===== config.mk =====
export PLATFORM = sky130hd
export DESIGN_NAME = crc_engine_scheduler
export DESIGN_NICKNAME = d
export VERILOG_FILES = /design/src/rtl/crc_pkg.sv /design/src/rtl/crc_engine_scheduler_rr_arbiter.sv /design/src/rtl/crc_engine_scheduler.sv
export SDC_FILE = /design/constraint.sdc
export NUM_CORES = 1
export LEC_CHECK = 0
export ABC_AREA = 1
export CORE_MARGIN = 3
export CORE_UTILIZATION = 40
export CTS_CLUSTER_SIZE = 10
export DETAILED_ROUTE_END_ITERATION = 8
export PLACE_DENSITY = 0.75
export SYNTH_ARGS = -nofsm -noshare
export SYNTH_HDL_FRONTEND = slang
export SYNTH_SLANG_ARGS = --single-unit

===== constraint.sdc =====
create_clock -name clk -period 2.1 [get_ports clk]
set_input_delay 0.42 -clock clk [delete_from_list [all_inputs] [get_ports clk]]
set_output_delay 0.42 -clock clk [all_outputs]
set_load 0.01 [all_outputs]

===== src/rtl/crc_pkg.sv =====
// Shared types and helpers for the CRC engine scheduler: FSM states, widths
// and the round-robin pick function used by the arbiter.
package crc_pkg;

  localparam int CRC_W   = 16;
  localparam int BYTE_W  = 8;
  localparam int MAX_REQ = 8;
  localparam int PTR_W   = 3;

  typedef enum logic [2:0] {
    IDLE,
    LOAD,
    FEED,
    WAIT,
    DONE
  } state_e;

  // Scan from ptr+1 (mod n) upward. The loop runs from the farthest candidate
  // back to the nearest, so the nearest requesting index wins.
  // Returns ptr unchanged when no bit of req is set.
  function automatic logic [PTR_W-1:0] rr_pick(input logic [MAX_REQ-1:0] req,
                                               input logic [PTR_W-1:0]   ptr,
                                               input int                 n);
    logic [PTR_W-1:0] pick;
    int               cand;
    pick = ptr;
    for (int k = MAX_REQ; k >= 1; k--) begin
      if (k <= n) begin
        cand = (int'(ptr) + k) % n;
        if (req[cand[PTR_W-1:0]]) pick = cand[PTR_W-1:0];
      end
    end
    return pick;
  endfunction

endpackage


===== src/rtl/crc_engine_scheduler_rr_arbiter.sv =====
// Round-robin arbiter: combinational pick from the pointer register, and a
// pointer update to the picked index when the caller accepts the pick.
module rr_arbiter
  import crc_pkg::*;
#(
  parameter int N_REQ = 4
) (
  input  logic                                  clk,
  input  logic                                  rst,
  input  logic [N_REQ-1:0]                      req,
  input  logic                                  advance,
  output logic [((N_REQ > 1) ? $clog2(N_REQ) : 1)-1:0] pick_idx,
  output logic                                  pick_valid
);

  localparam int IDX_W = (N_REQ > 1) ? $clog2(N_REQ) : 1;

  logic [IDX_W-1:0] ptr_q, ptr_d;

  always_comb begin
    pick_idx   = IDX_W'(rr_pick(MAX_REQ'(req), PTR_W'(ptr_q), N_REQ));
    pick_valid = |req;
    ptr_d      = advance ? pick_idx : ptr_q;
  end

  // Reset to the last index so that requester 0 is the first one scanned.
  always_ff @(posedge clk) begin
    if (rst) ptr_q <= IDX_W'(N_REQ - 1);
    else     ptr_q <= ptr_d;
  end

endmodule


===== src/rtl/crc_engine_scheduler.sv =====
// Shares one external CRC16D8 byte engine among N_REQ word requesters:
// grant, seed the engine, feed the word MSB byte first, return the CRC.
module crc_engine_scheduler
  import crc_pkg::*;
#(
  parameter int N_REQ  = 4,
  parameter int DATA_W = 64
) (
  input  logic                      clk,
  input  logic                      rst,
  input  logic [N_REQ-1:0]          req,
  input  logic [N_REQ*DATA_W-1:0]   data_in,
  output logic [N_REQ-1:0]          gnt,
  output logic [N_REQ-1:0]          done,
  output logic [CRC_W-1:0]          crc_out,
  output logic                      busy,
  output logic                      eng_rst,
  output logic                      eng_en,
  output logic [BYTE_W-1:0]         eng_byte,
  input  logic [CRC_W-1:0]          eng_crc
);

  localparam int NBYTES = DATA_W / BYTE_W;
  localparam int IDX_W  = (N_REQ > 1) ? $clog2(N_REQ) : 1;
  localparam int BCNT_W = $clog2(NBYTES + 1);

  state_e             state_q, state_d;
  logic [DATA_W-1:0]  shift_q, shift_d;
  logic [IDX_W-1:0]   idx_q, idx_d;
  logic [BCNT_W-1:0]  bcnt_q, bcnt_d;
  logic [CRC_W-1:0]   crc_q, crc_d;
  logic [BYTE_W-1:0]  last_byte_q, last_byte_d;

  logic [IDX_W-1:0]   arb_idx;
  logic               arb_valid;
  logic               arb_advance;

  rr_arbiter #(.N_REQ(N_REQ)) u_rr_arbiter (
    .clk        (clk),
    .rst        (rst),
    .req        (req),
    .advance    (arb_advance),
    .pick_idx   (arb_idx),
    .pick_valid (arb_valid)
  );

  // NOTE: every output and next-state value gets a default before the case
  // statement, so no path through this block can leave a latch behind.
  always_comb begin
    state_d     = state_q;
    shift_d     = shift_q;
    idx_d       = idx_q;
    bcnt_d      = bcnt_q;
    crc_d       = crc_q;
    last_byte_d = last_byte_q;
    gnt         = '0;
    done        = '0;
    eng_rst     = 1'b0;
    eng_en      = 1'b0;
    eng_byte    = last_byte_q;
    arb_advance = 1'b0;

    unique case (state_q)
      IDLE: begin
        // Suppress the grant while rst is high: the job would be lost anyway.
        if (arb_valid && !rst) begin
          gnt[arb_idx] = 1'b1;
          shift_d      = data_in[arb_idx*DATA_W +: DATA_W];
          idx_d        = arb_idx;
          arb_advance  = 1'b1;
          state_d      = LOAD;
        end
      end
      LOAD: begin
        eng_rst = 1'b1;
        bcnt_d  = '0;
        state_d = FEED;
      end
      FEED: begin
        eng_en      = 1'b1;
        eng_byte    = shift_q[DATA_W-1 -: BYTE_W];
        last_byte_d = shift_q[DATA_W-1 -: BYTE_W];
        shift_d     = shift_q << BYTE_W;
        bcnt_d      = bcnt_q + BCNT_W'(1);
        if (bcnt_q == BCNT_W'(NBYTES - 1)) state_d = WAIT;
      end
      WAIT: begin
        state_d = DONE;
      end
      DONE: begin
        crc_d       = eng_crc;
        done[idx_q] = 1'b1;
        state_d     = IDLE;
      end
      default: state_d = IDLE;
    endcase
  end

  // NOTE: state registers use non-blocking assignments so every flop samples
  // the values computed before this clock edge, whatever the block order.
  always_ff @(posedge clk) begin
    if (rst) begin
      state_q     <= IDLE;
      shift_q     <= '0;
      idx_q       <= '0;
      bcnt_q      <= '0;
      crc_q       <= '0;
      last_byte_q <= '0;
    end else begin
      state_q     <= state_d;
      shift_q     <= shift_d;
      idx_q       <= idx_d;
      bcnt_q      <= bcnt_d;
      crc_q       <= crc_d;
      last_byte_q <= last_byte_d;
    end
  end

  assign crc_out = crc_q;
  assign busy    = (state_q != IDLE);

endmodule


**After elaboration in Yosys (flattened, before gate mapping)**

Cells that the tools add are included.

- Word-level logic and storage cells: 78
- Output and inout bits: 35
- Input port bits: 278
- Bits in registers: 99

- Add/subtract/negate cells: 5
- Shift operators: 1
- Reductions and logical operators: 16
- Bitwise gates (word level): 4
- Equality and inequality tests: 7
- Muxes and demuxes: 30
- Order comparisons: 8

Operator list:

| cell | number |
|---|---|
| $shiftx 256x9->64 | 1 |
| $pmux 64 s2 | 1 |
| $mux 64 | 1 |
| $lt 3x4->1 const B | 4 |
| $bmux 1 s3 | 4 |
| $mux 4 | 3 |
| $pmux 3 s4 | 1 |
| $mux 1 | 10 |
| $mux 2 | 4 |
| $mux 8 | 1 |
| $pmux 4 s2 | 1 |
| $reduce_or 2->1 | 4 |
| $eq 3x2->1 const B | 2 |
| $lt 2x3->1 const B | 2 |
| $mux 3 | 2 |
| $reduce_and 2->1 | 3 |
| $add 2x1->2 const B | 2 |
| $add 2x2->2 const B | 2 |
| $add 4x1->4 const B | 1 |
| $and 1x1->1 const A | 4 |
| $demux 1 s2 | 2 |
| $eq 4x3->1 const B | 1 |
| $ge 2x1->1 const B | 2 |
| $ne 2x2->1 const B | 2 |
| other kinds (8) | 11 |

**Longest topological paths before layout**

Gate-level depths: netlist of run 1.

- Depth in word-level cells: 15
- Mapped depth: 17

**Cells and area by module**

Synthesis of run 1 repeated with hierarchy kept, for this count alone.

- Cells, all modules: 1405
- Area, all modules: 7472.2 um^2

By module, submodules not included:

| module | cells an instance | seq. area each (um^2) | area each (um^2) | times used |
|---|---|---|---|---|
| crc_engine_scheduler | 1351 | 1941.9 | 7200.7 | 1 |
| rr_arbiter | 54 | 40.0 | 271.5 | 1 |

**Worst setup path after synthesis of run 1**

No wires, ideal clock.

- Path kind: reg2out
- Start: reg u_rr_arbiter.ptr_q[0]
- End: out gnt[1]
- Path slack: 0.069 ns
- Required time: 1.680 ns
- Data arrival time: 1.611 ns
- Cell stages (with the launch flop): 14
- Path buffers: 3
- Cell sequence: dfxtp_1 buf_4 nand2_1 o21ai_1 nand2_1 nand2_2 inv_2 nand2_4 nand2_4 nand2_2 buf_6 buf_6 nand2_1 nor2_1

- Word-level cells in the longest chain between the ends: 15
- Elaborated cells between the ends (all ways): 31
- Those cells by class: add/sub (4); order compare (2); mux (16); bitwise (4); reduce/logical (5)

RTL lines:

| item | line | RTL |
|---|---|---|
| start, declared | crc_engine_scheduler_rr_arbiter.sv:18 | `logic [IDX_W-1:0] ptr_q, ptr_d;` |
| start signal, assigned | crc_engine_scheduler_rr_arbiter.sv:28 | `if (rst) ptr_q <= IDX_W'(N_REQ - 1);` |
| start signal, assigned | crc_engine_scheduler_rr_arbiter.sv:29 | `else ptr_q <= ptr_d;` |
| $add 2x1->2 | crc_pkg.sv:29 | `cand = (int'(ptr) + k) % n;` |
| $reduce_or 2->1 (no source line) | -- |  |
| $and 1x1->1 (no source line) | -- |  |
| $bmux 1 s3 | crc_pkg.sv:30 | `if (req[cand[PTR_W-1:0]]) pick = cand[PTR_W-1:0];` |
| $mux 1 (not written as such) | crc_pkg.sv:30 |  |
| $mux 2 (3 in a row) | crc_pkg.sv:30 |  |
| $mux 2 (*) | crc_pkg.sv:30 |  |
| $lt 2x3->1 (not written as such) or $ge 2x1->1 (tied branches) | crc_engine_scheduler.sv:67 | `gnt[arb_idx] = 1'b1;` |
| $logic_and 1x1->1 (not written as such) | crc_engine_scheduler.sv:67 |  |
| $mux 1 (not written as such) | crc_engine_scheduler.sv:67 |  |
| $demux 1 s2 (*) | crc_engine_scheduler.sv:67 |  |
| $mux 4 (*) | crc_engine_scheduler.sv:66 | `if (arb_valid && !rst) begin` |
| $mux 4 (*) | crc_engine_scheduler.sv:63 | `unique case (state_q)` |
| end, declared | crc_engine_scheduler.sv:13 | `output logic [N_REQ-1:0] gnt,` |

Every way passes the cells marked *; elsewhere a longest branch is shown, timed or not. The select of a mux whose other input is x is not followed.

**Worst setup path in the final report of run 1**

- Start: reg u_rr_arbiter.ptr_q[0]
- End: out gnt[3]

The elaborated chain is that of the path after synthesis.

==> results of run 1 <==
metal layers:
layer,vias to the layer above,track usage (%)
met2,482,49.5
met4,4,10.7
met3,76,6.02
li1,4934,-
met1,4525,35.5
met5,-,0
final cells by class:
| type | count | area share [%] |
|---|---|---|
| Multi-Input combinational cell | 908 | 36.1 |
| Timing Repair Buffer | 405 | 34.2 |
| Sequential cell | 99 | 16.1 |
| Inverter | 285 | 8.77 |
| Tap cell | 229 | 2.32 |
| Clock buffer | 10 | 1.94 |
| Clock inverter | 6 | 0.558 |
| Antenna cell | 1 | 0.0203 |
worst min-delay path: stages:
cell and delay, ns:
buf_2 0.10, inv_1 0.10, o21ai_0 0.09, nor2_1 0.04
where the power goes:
part	internal, mW	switching, mW	leakage [nW]
Combinational	5.11	7.31	5.47
Clock	0.969	0.800	0.150
Sequential	2.49	0.375	0.811
cell usage after synthesis, drive strengths merged:
cell type / n / area share [%]
nor4: 1 / 0.082
dfxtp: 99 / 26
clkbuf: 50 / 2.5
nor2: 164 / 8.0
nand2: 265 / 13
a2111oi: 1 / 0.11
inv: 284 / 14
clkinv: 1 / 0.049
buf: 52 / 4.4
nor3: 5 / 0.33
o21ai: 32 / 2.1
a21oi: 71 / 4.6
nand3: 357 / 23
ha: 1 / 0.16
o41ai: 1 / 0.11
a31oi: 2 / 0.16
or2: 8 / 0.65
worst min-delay path by stage:
stage                        startpoint                       end  slack (ns)
2_1_floorplan  shift_q[56]$_SDFFE_PP0P_  shift_q[56]$_SDFFE_PP0P_        0.44
3_3_place_gp   shift_q[44]$_SDFFE_PP0P_  shift_q[44]$_SDFFE_PP0P_        0.45
3_5_place_dp   shift_q[24]$_SDFFE_PP0P_  shift_q[24]$_SDFFE_PP0P_        0.45
4_1_cts                             rst  crc_out[10]$_SDFFE_PP0P_        0.42
5_1_grt                             rst  crc_out[10]$_SDFFE_PP0P_        0.44
6_report                            rst  crc_out[10]$_SDFFE_PP0P_        0.43
sequential cells by signal (all words and copies together) (netlist names):
register            cells
shift_q                64
crc_out                16
last_byte_q             8
bcnt_q                  4
state_q                 3
idx_q                   2
u_rr_arbiter.ptr_q      2
cell families (layout without fill, tap and decap cells):
logic type / after synthesis / after routing
AND/OR/NAND/NOR: 800 / 800
buffers and inverters: 387 / 706
AO/OA/AOI/OAI: 107 / 107
flip-flops: 99 / 99
adder cells (fa/ha/maj): 1 / 1
other: 0 / 1
placed cells by master (no fill, tap or decap), types with 11 or more instances in the layout:
master           synthesis  layout
a21oi_1                 71      66
buf_12                   0      19
buf_4                    8      57
clkbuf_16                0      13
clkdlybuf4s50_1          0     288
dfxtp_1                 99      95
dlygate4sd2_1            0      11
inv_1                  280     277
nand2_1                259     239
nand2_2                  4      18
nand3_1                356     321
nand3_2                  1      33
nor2_1                 164     161
o21ai_0                 30      22
repair_timing:
item,4_1_cts,5_1_grt
cloned,4,5
buffers inserted,13,6
endpoints found under the setup margin,82,77
resized for setup,113,78
pin swaps,24,25
hold buffers,0,0
stage by stage:
step	total power [mW]	setup slack (ns)
floorplan	9.90	0.0688
global placement	12.9	-0.654
detailed placement	13.0	-0.730
CTS	15.6	-0.110
global route	18.3	-0.265
finish	17.1	-0.144
==> metrics.cfg, run 1 <==
[synth]
synthCells=1394
synth_nets=1673
synth_area_um2=7650
synth_top_family_by_area=simple AND/OR/NAND/NOR gates
synth_cell_types=26
synth_compound_area_share_pct=7.18
synth_xor_xnor_area_share_pct=0
seq_area_frac_synth_pct=25.9
synth-seq-cells=99
yosys_warnings=0
synthSimpleGateAreaFrac_pct=45.9
synth-adder-area-share_pct=0.164
synth_mux_area_share_pct=0
post_synth.cell_area_avg_um2=5.49

[setup_path]
crit_family=simple AND/OR/NAND/NOR gates
end_kind=output port
r2r_slack_ns=-0.13
rr_startpoint=u_rr_arbiter.ptr_q[0]$_SDFFE_PP1P_
critical-path-slowest-cell=dfxtp_4
worst_path_most_repeated_cell=nand2_2
worstSetupStartpoint=u_rr_arbiter.ptr_q[0]$_SDFFE_PP1P_
cp.depth=10
cp_max_fo=8
r2r_cells=16
rr_endpoint=shift_q[61]$_SDFFE_PP0P_
critical_path_class=flop to output port
cp-start-kind=flop
crit_chain=buf_12 -> o21ai_4 -> nand2_2 -> nand2_4 -> inv_6 -> buf_4 -> nand2_1 -> nand2_2 -> nor2_1 -> buf_2
critPathRequiredTime_ns=1.68
crit_end=gnt[3]
max_stage_delay_ns=0.37
worstPathArrival_ns=1.82
crit_buf_inv=4

[sta]
setup_viol=53
hold_violations=0
worstMarginPinSlew_ns=0.883
fin_worst_skew_ns=0.00810
maxSlewHeadroom_pct=41.1
setup_tns_ns=-2.76
slew_violations=0
setup_ws_ns=-0.144
fin_crit_ns=2.24
fin_hold_ws_ns=0.435
fmax_mhz=446
finalCritPeriodShare_pct=107
rsz0062_at_grt=true

[placement]
dp.cells=1899
post_dp_cell_area_um2=11200
gp_congestion=0.955
port_buffers=312
dp_hpwl_um=21900

[clock_network]
clock_path_buffers=2
cts_sinks=99
clkTransAtPathRegs_ns=0.07
htreeDepth=3
tritoncts=done
insertion_delay_ns=0.35
cts-root-buf=clkbuf_16
cts_buffers=9

[cells_and_area]
area_growth_pct=61.3
fin_cells=1943
fillers=1742
final_area_um2=12300
multiInputGateArea_um2=4450
drive_above_1_share_pct=13.0
final_util_pct=67.1
seq_area_um2=1990
nets=1987

[floorplanning]
fp.dieArea_um2=20800
chipWidth_um=144
die_h_um=144
row_count=49
core_area_um2=18400
io_pins=313
start_util_pct=41.6

[route]
highest_layer=met5
route.met2.wl_um=15400
routed-via-count=10000
initialDrtViolationCount=769
wl_met3_um=3070
vias_per_cell=5.16
ant_nets=0
avgRoutedWirePerCell_um=16.7
drc=0
firstDrtPassIters=5
met1_length_um=13000
wl_um=32500

[global_route]
grt_max_degree=79
grt_usage_pct=28.8
grt_pass1_vias=9333
grt_antenna_before_repair=3
grt-ovfl-total=0
grt_pass1_wl_um=47600

[pwr]
irDropWorstVdd_v=0.000930
p_per_area_nw_per_um2=1380
power_leakage_nw=6.43

[run]
drv_cap=0

[worst_hold_path]
hp-class=primary input to flop
whs_path_depth=4

[outcome]
status=complete, but fails checks
violations=negative setup slack

Note: power is estimated with default switching activity, not from simulation.
==> run 2, diff against run 1 <==
- CORE_MARGIN: 3 -> 5
==> metrics.cfg, run 2 (synthesis results as in run 1) <==
[outcome]
status=complete, but fails checks  ; unchanged
violations=negative setup slack  ; unchanged

[route]
initialDrtViolationCount=634  ; was 769
drc=0  ; unchanged
avgRoutedWirePerCell_um=16.0  ; was 16.7 µm
wl_um=31200  ; was 32500 µm
routed-via-count=9841  ; was 10000
vias_per_cell=5.06  ; was 5.16
ant_nets=0  ; unchanged
firstDrtPassIters=7  ; was 5

[clock_network]
cts_sinks=99  ; unchanged
tritoncts=done  ; unchanged
cts-root-buf=clkbuf_16  ; unchanged
insertion_delay_ns=0.35  ; about the same
postCtsHoldBufs=0  ; unchanged
clkTransAtPathRegs_ns=0.07  ; about the same
htreeDepth=3  ; unchanged
clock_path_buffers=2  ; unchanged
cts_buffers=9  ; unchanged

[floorplanning]
row_count=50  ; was 49
start_util_pct=40.7  ; was 41.6%
die_h_um=148  ; was 144 µm
chipWidth_um=148  ; was 144 µm
fp.dieArea_um2=22000  ; was 20800 µm²
io_pins=313  ; unchanged
core_area_um2=18800  ; was 18400 µm²

[global_route]
grt_antenna_before_repair=3  ; unchanged
grt_usage_pct=25.2  ; was 28.8%
grt_pass1_wl_um=45200  ; was 47600 µm
grt_pass1_vias=9017  ; was 9333
grt_max_degree=79  ; unchanged
grt-ovfl-total=0  ; unchanged

[run]
drv_cap=0  ; unchanged

[pwr]
pwr-share-comb_pct=72.4  ; was 72.8%
clkPwrFrac_pct=11.0  ; was 10.4%
power_mw=17.1  ; about the same
p_per_area_nw_per_um2=1370  ; was 1380 nW/µm²
p_sw_mw=8.47  ; was 8.48 mW
p_sw_share_pct=49.7  ; about the same
power_leakage_nw=6.53  ; was 6.43 nW
irDropWorstVdd_v=0.000863  ; was 0.000930 V
intPower_mw=8.59  ; was 8.58 mW
sequentialPowerShare_pct=16.7  ; was 16.8%

[placement]
gp_congestion=0.906  ; was 0.955
post_dp_cell_area_um2=11200  ; about the same
dp_hpwl_um=21700  ; was 21900 µm
port_buffers=312  ; unchanged

[cells_and_area]
largest_register_ffs=64  ; unchanged
final_cell_mix=288 x clkdlybuf4s50_1, 279 x inv_1, 274 x nand3_1, 237 x nand2_1, 158 x nor2_1  ; was 321 x nand3_1, 288 x clkdlybuf4s50_1, 277 x inv_1, 239 x nand2_1, 161 x nor2_1
drive_above_1_share_pct=15.6  ; was 13.0%
nets=1982  ; was 1987
area_growth_pct=63.2  ; was 61.3%
fillers=1686  ; was 1742
final_common_cell=clkdlybuf4s50_1  ; was nand3_1
final_area_um2=12500  ; was 12300 µm²
regMostFlops=shift_q  ; unchanged

[sta]
finalCritPeriodShare_pct=107  ; about the same
maxSlewHeadroom_pct=43.8  ; was 41.1%
fin_crit_ns=2.24  ; about the same
worstMarginPinSlew_ns=0.843  ; was 0.883 ns
slew_violations=0  ; unchanged
rsz0062_at_grt=true  ; unchanged
setup_ws_ns=-0.142  ; was -0.144 ns
fmax_mhz=446  ; about the same
fin_worst_skew_ns=0.00904  ; was 0.00810 ns
setup_viol=59  ; was 53
hold_violations=0  ; unchanged

[setup_path]
cp-start-kind=flop  ; unchanged
worstPathArrival_ns=1.82  ; about the same
critical_path_class=flop to output port  ; unchanged
critPathRequiredTime_ns=1.68  ; about the same
end_kind=output port  ; unchanged
cp_max_fo=9  ; was 8

[worst_hold_path]
hp-class=flop to flop  ; was primary input to flop

==> run 2: cell count changes in the layout (fill, tap and decap cells not counted), sizes merged <==
| cell | previous run | this run |
|---|---|---|
| bufinv | 1 | 2 |
| buf | 100 | 92 |
| clkbuf | 16 | 19 |
| inv | 288 | 287 |
==> run 2: path summary, 6_finish.rpt <==
| kind | startpoint | endpoint | slack, ns | depth (start not counted) |
|---|---|---|---|---|
| setup reg to reg | u_rr_arbiter.ptr_q[0]$_SDFFE_PP1P_ | shift_q[54]$_SDFFE_PP0P_ | -0.14 | 15 |
| setup / recovery | u_rr_arbiter.ptr_q[0]$_SDFFE_PP1P_ | gnt[0] | -0.14 | 13 |
| hold / removal | shift_q[5]$_SDFFE_PP0P_ | shift_q[5]$_SDFFE_PP0P_ | 0.46 | 2 |
| hold reg to reg | shift_q[5]$_SDFFE_PP0P_ | shift_q[5]$_SDFFE_PP0P_ | 0.46 | 2 |
==> run 2: what timing repair did <==
action                                 in CTS  in global routing
resized for setup                         106                119
setup endpoints to repair                  87                 81
buffers inserted                            4                  7
endpoints found under the hold margin       0                  0
cloned                                      0                 11
pin swaps                                   6                 64
==> run 2: final cells by class <==
type,instances,area [µm²],share of cell area [%]
inverters,285,1070,8.61
well taps,234,293,2.35
clock buffers,10,239,1.92
clock inverters,6,96.3,0.772
flip-flops and latches,99,1990,15.9
multi-input cells,908,4670,37.5
repair buffers,400,4110,32.9
diodes,1,2.50,0.0201
==> run 2: per-layer routing <==
metal / vias up / wire (µm) / track usage, %
met5: - / 27 / 0
met1: 4455 / 12900 / 31.7
li1: 4925 / - / -
met4: 4 / 985 / 7.62
met3: 65 / 2600 / 6.09
met2: 392 / 14600 / 42.7
==> run 2: worst max-delay path, stage by stage (launching register included) <==
cell	delay (ns)
dfxtp_4	0.37
buf_12	0.14
nand2_2	0.07
o21ai_4	0.07
nand2_2	0.08
nand2_2	0.08
inv_4	0.08
nand2_4	0.06
nand2_4	0.08
nand2_4	0.07
inv_2	0.07
nand2_2	0.08
nor2_1	0.09
buf_2	0.13
==> run 2: power groups by stage <==
stage	Clock, mW	Combinational, mW	Sequential, mW
floorplan	0	7.15	2.75
global placement	0	10.1	2.83
detailed placement	0	10.1	2.84
CTS	1.90	10.3	2.83
global route	1.99	13.5	2.90
finish	1.88	12.3	2.84
==> run 2: through the flow <==
stage               std cells  utilization, %  hold slack (ns)  setup TNS [ns]  worst slack, ns
floorplan                1394               -            0.442               0           0.0688
global placement         1905            59.6            0.452          -35.38           -0.643
detailed placement       1905            59.6            0.452          -36.23           -0.663
CTS                      1925            61.9            0.467           -1.40           -0.124
global route             1943            66.5            0.485          -10.06           -0.247
finish                   1943            66.5            0.465           -3.34           -0.142
